`src/rtl/supernova_vmem_pkg.sv`:
```
// rtl/supernova_vmem_pkg.sv - shared types and sizing helpers for the vector memory responder
package supernova_vmem_pkg;

  typedef enum logic [1:0] {
    S_IDLE,
    S_BEAT,
    S_RESP
  } vmem_state_e;

  function automatic int calc_nbeats(input int vlen, input int beat);
    return vlen / beat;
  endfunction

  function automatic int calc_bb(input int beat);
    return beat / 8;
  endfunction

  // A single-beat vector still needs a one-bit index register.
  function automatic int calc_idx_w(input int nbeats);
    return (nbeats > 1) ? $clog2(nbeats) : 1;
  endfunction

endpackage

```
`src/rtl/supernova_vmem_beat_buf.sv`:
```
// rtl/supernova_vmem_beat_buf.sv - beat-indexed assembly buffer with full-width read
module supernova_vmem_beat_buf
  import supernova_vmem_pkg::*;
#(
  parameter int NBEATS = 4,
  parameter int BEAT   = 64,
  parameter int IW     = calc_idx_w(NBEATS)
) (
  input  logic                     clk,
  input  logic                     rst,
  input  logic                     we,
  input  logic [IW-1:0]            widx,
  input  logic [BEAT-1:0]          wdata,
  output logic [NBEATS*BEAT-1:0]   rdata
);

  logic [NBEATS-1:0][BEAT-1:0] mem;

  always_ff @(posedge clk or posedge rst) begin
    if (rst) begin
      mem <= '0;
    end else if (we) begin
      mem[widx] <= wdata;
    end
  end

  assign rdata = mem;

endmodule

```
`src/rtl/supernova_vmem_responder.sv`:
```
// rtl/supernova_vmem_responder.sv - services VLEN-wide VPU loads/stores as BEAT-wide L1 transfers
module supernova_vmem_responder
  import supernova_vmem_pkg::*;
#(
  parameter int VLEN = 256,
  parameter int XLEN = 64,
  parameter int BEAT = 64
) (
  input  logic            clk,
  input  logic            rst,
  input  logic            vmem_req,
  input  logic            vmem_we,
  input  logic [XLEN-1:0] vmem_addr,
  input  logic [VLEN-1:0] vmem_wdata,
  output logic [VLEN-1:0] vmem_rdata,
  output logic            vmem_ack,
  output logic            mem_req,
  output logic            mem_we,
  output logic [XLEN-1:0] mem_addr,
  output logic [BEAT-1:0] mem_wdata,
  input  logic [BEAT-1:0] mem_rdata,
  input  logic            mem_ack,
  output logic [63:0]     txn_cnt,
  output logic [63:0]     misalign_cnt
);

  localparam int NBEATS = calc_nbeats(VLEN, BEAT);
  localparam int BB     = calc_bb(BEAT);
  localparam int LOG_BB = $clog2(BB);
  localparam int IW     = calc_idx_w(NBEATS);
  localparam logic [XLEN-1:0] OFS_MASK = XLEN'(BB - 1);
  localparam logic [IW-1:0]   LAST_IDX = IW'(NBEATS - 1);

  if ((VLEN % BEAT) != 0 || BEAT < 8 || (BEAT & (BEAT - 1)) != 0) begin : g_bad_params
    $error("supernova_vmem_responder: VLEN must be a multiple of BEAT and BEAT a power of two >= 8");
  end

  vmem_state_e state, state_nxt;

  logic            we_q;
  logic [XLEN-1:0] base_q;
  logic [VLEN-1:0] wdata_q;
  logic [IW-1:0]   idx_q;
  logic [VLEN-1:0] rdata_q;
  logic [VLEN-1:0] buf_rdata;
  logic            buf_we;
  logic            capture;
  logic            beat_done;

  always_ff @(posedge clk or posedge rst) begin
    if (rst) begin
      state <= S_IDLE;
    end else begin
      state <= state_nxt;
    end
  end

  always_comb begin
    state_nxt = state;
    mem_req   = 1'b0;
    mem_we    = 1'b0;
    mem_addr  = '0;
    mem_wdata = '0;
    vmem_ack  = 1'b0;
    buf_we    = 1'b0;
    capture   = 1'b0;
    beat_done = 1'b0;
    case (state)
      S_IDLE: begin
        if (vmem_req) begin
          capture   = 1'b1;
          state_nxt = S_BEAT;
        end
      end
      S_BEAT: begin
        mem_req   = 1'b1;
        mem_we    = we_q;
        mem_addr  = base_q + (XLEN'(idx_q) << LOG_BB);
        mem_wdata = wdata_q[BEAT*int'(idx_q) +: BEAT];
        if (mem_ack) begin
          buf_we    = ~we_q;
          beat_done = 1'b1;
          if (idx_q == LAST_IDX) begin
            state_nxt = S_RESP;
          end
        end
      end
      S_RESP: begin
        vmem_ack  = 1'b1;
        state_nxt = S_IDLE;
      end
      default: state_nxt = S_IDLE;
    endcase
  end

  always_ff @(posedge clk or posedge rst) begin
    if (rst) begin
      we_q         <= 1'b0;
      base_q       <= '0;
      wdata_q      <= '0;
      idx_q        <= '0;
      rdata_q      <= '0;
      txn_cnt      <= '0;
      misalign_cnt <= '0;
    end else begin
      if (capture) begin
        we_q    <= vmem_we;
        base_q  <= vmem_addr & ~OFS_MASK;
        wdata_q <= vmem_wdata;
        idx_q   <= '0;
        if ((vmem_addr & OFS_MASK) != '0) begin
          misalign_cnt <= misalign_cnt + 64'd1;
        end
      end
      if (beat_done && idx_q != LAST_IDX) begin
        idx_q <= idx_q + IW'(1);
      end
      if (vmem_ack) begin
        txn_cnt <= txn_cnt + 64'd1;
        if (!we_q) begin
          rdata_q <= buf_rdata;
        end
      end
    end
  end

  // Bypass the buffer during RESP so load data is visible alongside the ack.
  assign vmem_rdata = (state == S_RESP && !we_q) ? buf_rdata : rdata_q;

  supernova_vmem_beat_buf #(
    .NBEATS (NBEATS),
    .BEAT   (BEAT),
    .IW     (IW)
  ) u_beat_buf (
    .clk   (clk),
    .rst   (rst),
    .we    (buf_we),
    .widx  (idx_q),
    .wdata (mem_rdata),
    .rdata (buf_rdata)
  );

endmodule

```
`config.mk`:
```
export PLATFORM = sky130hd
export DESIGN_NAME = supernova_vmem_responder
export DESIGN_NICKNAME = d
export VERILOG_FILES = /design/src/rtl/supernova_vmem_pkg.sv /design/src/rtl/supernova_vmem_beat_buf.sv /design/src/rtl/supernova_vmem_responder.sv
export SDC_FILE = /design/constraint.sdc
export NUM_CORES = 2
export LEC_CHECK = 0
export BUFFER_PORTS_ARGS = -buffer_cell sky130_fd_sc_hd__buf_2
export CORE_AREA = 3 3 355 357
export CTS_CLUSTER_SIZE = 14
export DETAILED_ROUTE_END_ITERATION = 8
export DIE_AREA = 0 0 358 360
export HOLD_SLACK_MARGIN = 0.1
export PLACE_DENSITY_LB_ADDON = 0.1
export SYNTH_ARGS = -nofsm -noshare
export SYNTH_HDL_FRONTEND = slang
export SYNTH_SLANG_ARGS = --single-unit
```
`constraint.sdc`:
```
create_clock -name clk -period 50.3 [get_ports clk]
set_input_delay 2.515 -clock clk [delete_from_list [all_inputs] [get_ports clk]]
set_output_delay 2.515 -clock clk [all_outputs]
set_load 0.02 [all_outputs]
```
==> flow_metrics.env <==
export IMPL_cp_arrival_ns=4.18
export IMPL_rsz0062_at_grt="false"
export IMPL_crit_chain="ha_1 > fa_1 > and4_1 > nand2_1 > nor4_1 > nand3_1 > xor2_1 > nor2_1 > buf_2"
export IMPL_critPathLaunchType="flop"
export IMPL_die_x_um=358
export IMPL_tns_ns=0
export IMPL_fin_crit_sh_pct=13.3
export IMPL_worst_slack_ns=43.60
export IMPL_die_area_sq_um=129000
export IMPL_die_y_um=360
export IMPL_slew_headroom_pct=23.4
export IMPL_async_reset_ff_share_pct=100
export IMPL_clockBufferDepth=3
export IMPL_final_cell_mix="nand2_1 (1,018), dfrtp_1 (960), buf_2 (900)"
export IMPL_maxCapViolCount=0
export IMPL_place_port_buffers=900
export IMPL_route_met3_wl_um=10600
export IMPL_grt_pass1_vias=29344
export IMPL_cp_required_ns=47.78
export IMPL_yosys_top_cells_area="dfrtp_1 (60%), mux2_2 (14%), nand2_1 (9.6%), mux4_2 (3.6%), xnor2_1 (2.6%)"
export IMPL_numClockSinks=962
export IMPL_total_power_w=0.00300
export IMPL_critPathKind="flop to primary output"
export IMPL_antenna_left=0
export IMPL_vias=28245
export IMPL_yosys_area_top_type="dfrtp_1"
export IMPL_htreeDepth=3
export IMPL_endpoint_kind="primary output"
export IMPL_antenna_found_initial=78
export IMPL_place_ws_ns=44.10
export IMPL_synthToLayoutAreaGrowth_pct=24.2
export IMPL_finalHoldViolations=0
export IMPL_fin_crit_ns=6.70
export IMPL_final_common_cell="nand2_1"
export IMPL_wirelength_um=133000
export IMPL_synth_seq_cells=962
export IMPL_worstSkewPairLatency_ns=0.72
export IMPL_cts_resized=0
export IMPL_first_pass_iters=5
export IMPL_synth_cell_types=42
export IMPL_layout_nets=4656
export IMPL_leakage_nw=25.5
export IMPL_core_area_sq_um=123000
export IMPL_grt_pass1_wl_um=196000
export IMPL_initial_core_util_pct=32.5
export IMPL_drt_iter0_drc=1536
export IMPL_cpPeakStageDelay_ns=0.93
export IMPL_synth_seq_area_share_pct=60.0
export IMPL_max_slew_worst_pin_slew_ns=1.15
export IMPL_clkTransAtPathRegs_ns=0.06
export IMPL_crit_buf_inv=1
export IMPL_met2RoutedLength_um=65800
export IMPL_highest_layer="met5"
export IMPL_cp_max_fo=31
export IMPL_cts_tree="done"
export IMPL_synthCells=3381
export IMPL_synth_edf_count=0
export IMPL_ios=904
export IMPL_postCtsSetupRepairBufs=0
export IMPL_hold_class="flop to flop"
export IMPL_overflow=0
export IMPL_syn_cell_area_sq_um=40100
export IMPL_grt_max_degree=160
export IMPL_ctsRootBufferMaster="clkbuf_16"
export IMPL_fillCellCount=12224
export IMPL_ys_warn_count=0
export IMPL_peakVddDrop_mv=0.0344
export IMPL_postCtsHoldBufs=0
export IMPL_crit_slowest_cell="nor4_1"
export IMPL_drive_above_1_share_pct=39.1
export IMPL_slew_violations=0
export IMPL_powerDensity_nw_per_um2=60.3
export IMPL_wl_per_cell_um=22.1
export IMPL_dp_hpwl_um=95200
export IMPL_vias_per_cell=4.70
export IMPL_fmax_mhz=149
export IMPL_skew_ns=0.0182
export IMPL_cts_buffers=107
export IMPL_synth_ff_type="dfrtp_1"
export IMPL_avgSynthCellArea_sq_um=11.9
export IMPL_drc_errors=0
export IMPL_grt_usage_pct=20.2
export IMPL_setup_viol=0
export IMPL_status="finished clean"
export IMPL_fin_util_pct=40.4
export IMPL_gp_congestion=0.800
export IMPL_wl_met1_um=52100
export IMPL_synth_top_area_share_pct=60.0
export IMPL_num_rows=129
export IMPL_cp_top_family="simple AND/OR/NAND/NOR gates"
## final timing paths
check | end | start | cells past startpoint | slack [ns]
worst max-delay path | mem_addr[51] | idx_q[0]$_DFFE_PP0P_ | 9 | 43.60
worst min-delay path | txn_cnt[63]$_DFFE_PP0P_ | txn_cnt[63]$_DFFE_PP0P_ | 1 | 0.46
worst max register to register | wdata_q[120]$_DFFE_PP0P_ | state[0]$_DFFE_PP0P_ | 6 | 46.26
worst min register to register | txn_cnt[63]$_DFFE_PP0P_ | txn_cnt[63]$_DFFE_PP0P_ | 1 | 0.46
max in group asynchronous | rdata_q[152]$_DFFE_PP0P_ | rst | 5 | 45.14
min in group asynchronous | misalign_cnt[25]$_DFFE_PP0P_ | rst | 2 | 1.93
## Yosys cell counts (8+ instances only)
cell type,number
a21oi_1,11
xnor2_1,120
inv_1,19
mux4_2,64
o21ai_0,18
or3_1,16
nor3_1,30
buf_2,9
nand4_1,51
xor2_1,55
and2_1,76
nor2_1,91
clkbuf_1,149
ha_1,8
nor4_1,15
and4_1,15
dfrtp_1,962
nand2_1,1022
mux2_2,513
nor4_2,8
and3_1,28
nand3_1,60
## flip-flops by register name, indices dropped and copies added (netlist names)
signal and flops:
we_q 1, base_q 61, txn_cnt 64, idx_q 2, rdata_q 256, wdata_q 256, misalign_cnt 64, u_beat_buf.rdata 256
state 2
## per-stage QoR
step / cell area, sq um / instances / hold WS [ns]
after floorplan: 40100 / 3383 / 0.440
after global placement: 46400 / 5786 / 0.454
after detailed placement: 46400 / 5786 / 0.457
after CTS: 49800 / 5978 / 0.469
after global routing: 49800 / 5995 / 0.485
final: 49800 / 6008 / 0.461
## per-layer routing
metal / GRT usage [%] / vias up
li1: - / 13065
met1: 23.8 / 14090
met2: 34.6 / 779
met3: 7.07 / 273
met4: 5.94 / 38
met5: 0 / -
## power by group
| group | switching (W) | total (W) | leakage (nW) | internal, W |
|---|---|---|---|---|
| registers | 0.000175 | 0.00124 | 12.4 | 0.00106 |
| logic | 0.000588 | 0.00100 | 11.5 | 0.000417 |
| clock network | 0.000328 | 0.000764 | 1.65 | 0.000436 |
| total | 0.00109 | 0.00300 | 25.5 | 0.00191 |
## kinds of logic after synthesis
logic type / synth area share, %
adders and majority gates: 0.299
xor gates and xnor gates: 3.82
DFF: 60.0
buffers and inverters: 1.81
AOI/OAI and AO/OA: 0.380
other: 0.00934
muxes: 18.0
and+or+nand+nor: 15.7
## layout make-up
cell class              count  area, sq um  area share, %
flip-flops and latches    962        24100           48.3
multi-input cells        2236        15400           30.9
repair buffers            932         4770           9.57
clock buffers             168         3130           6.28
well taps                1637         2050           4.11
clock inverters            24          267          0.535
inverters                  19         78.8          0.158
diodes                     30         75.1          0.151
Note: power is estimated with default switching activity, not from simulation.
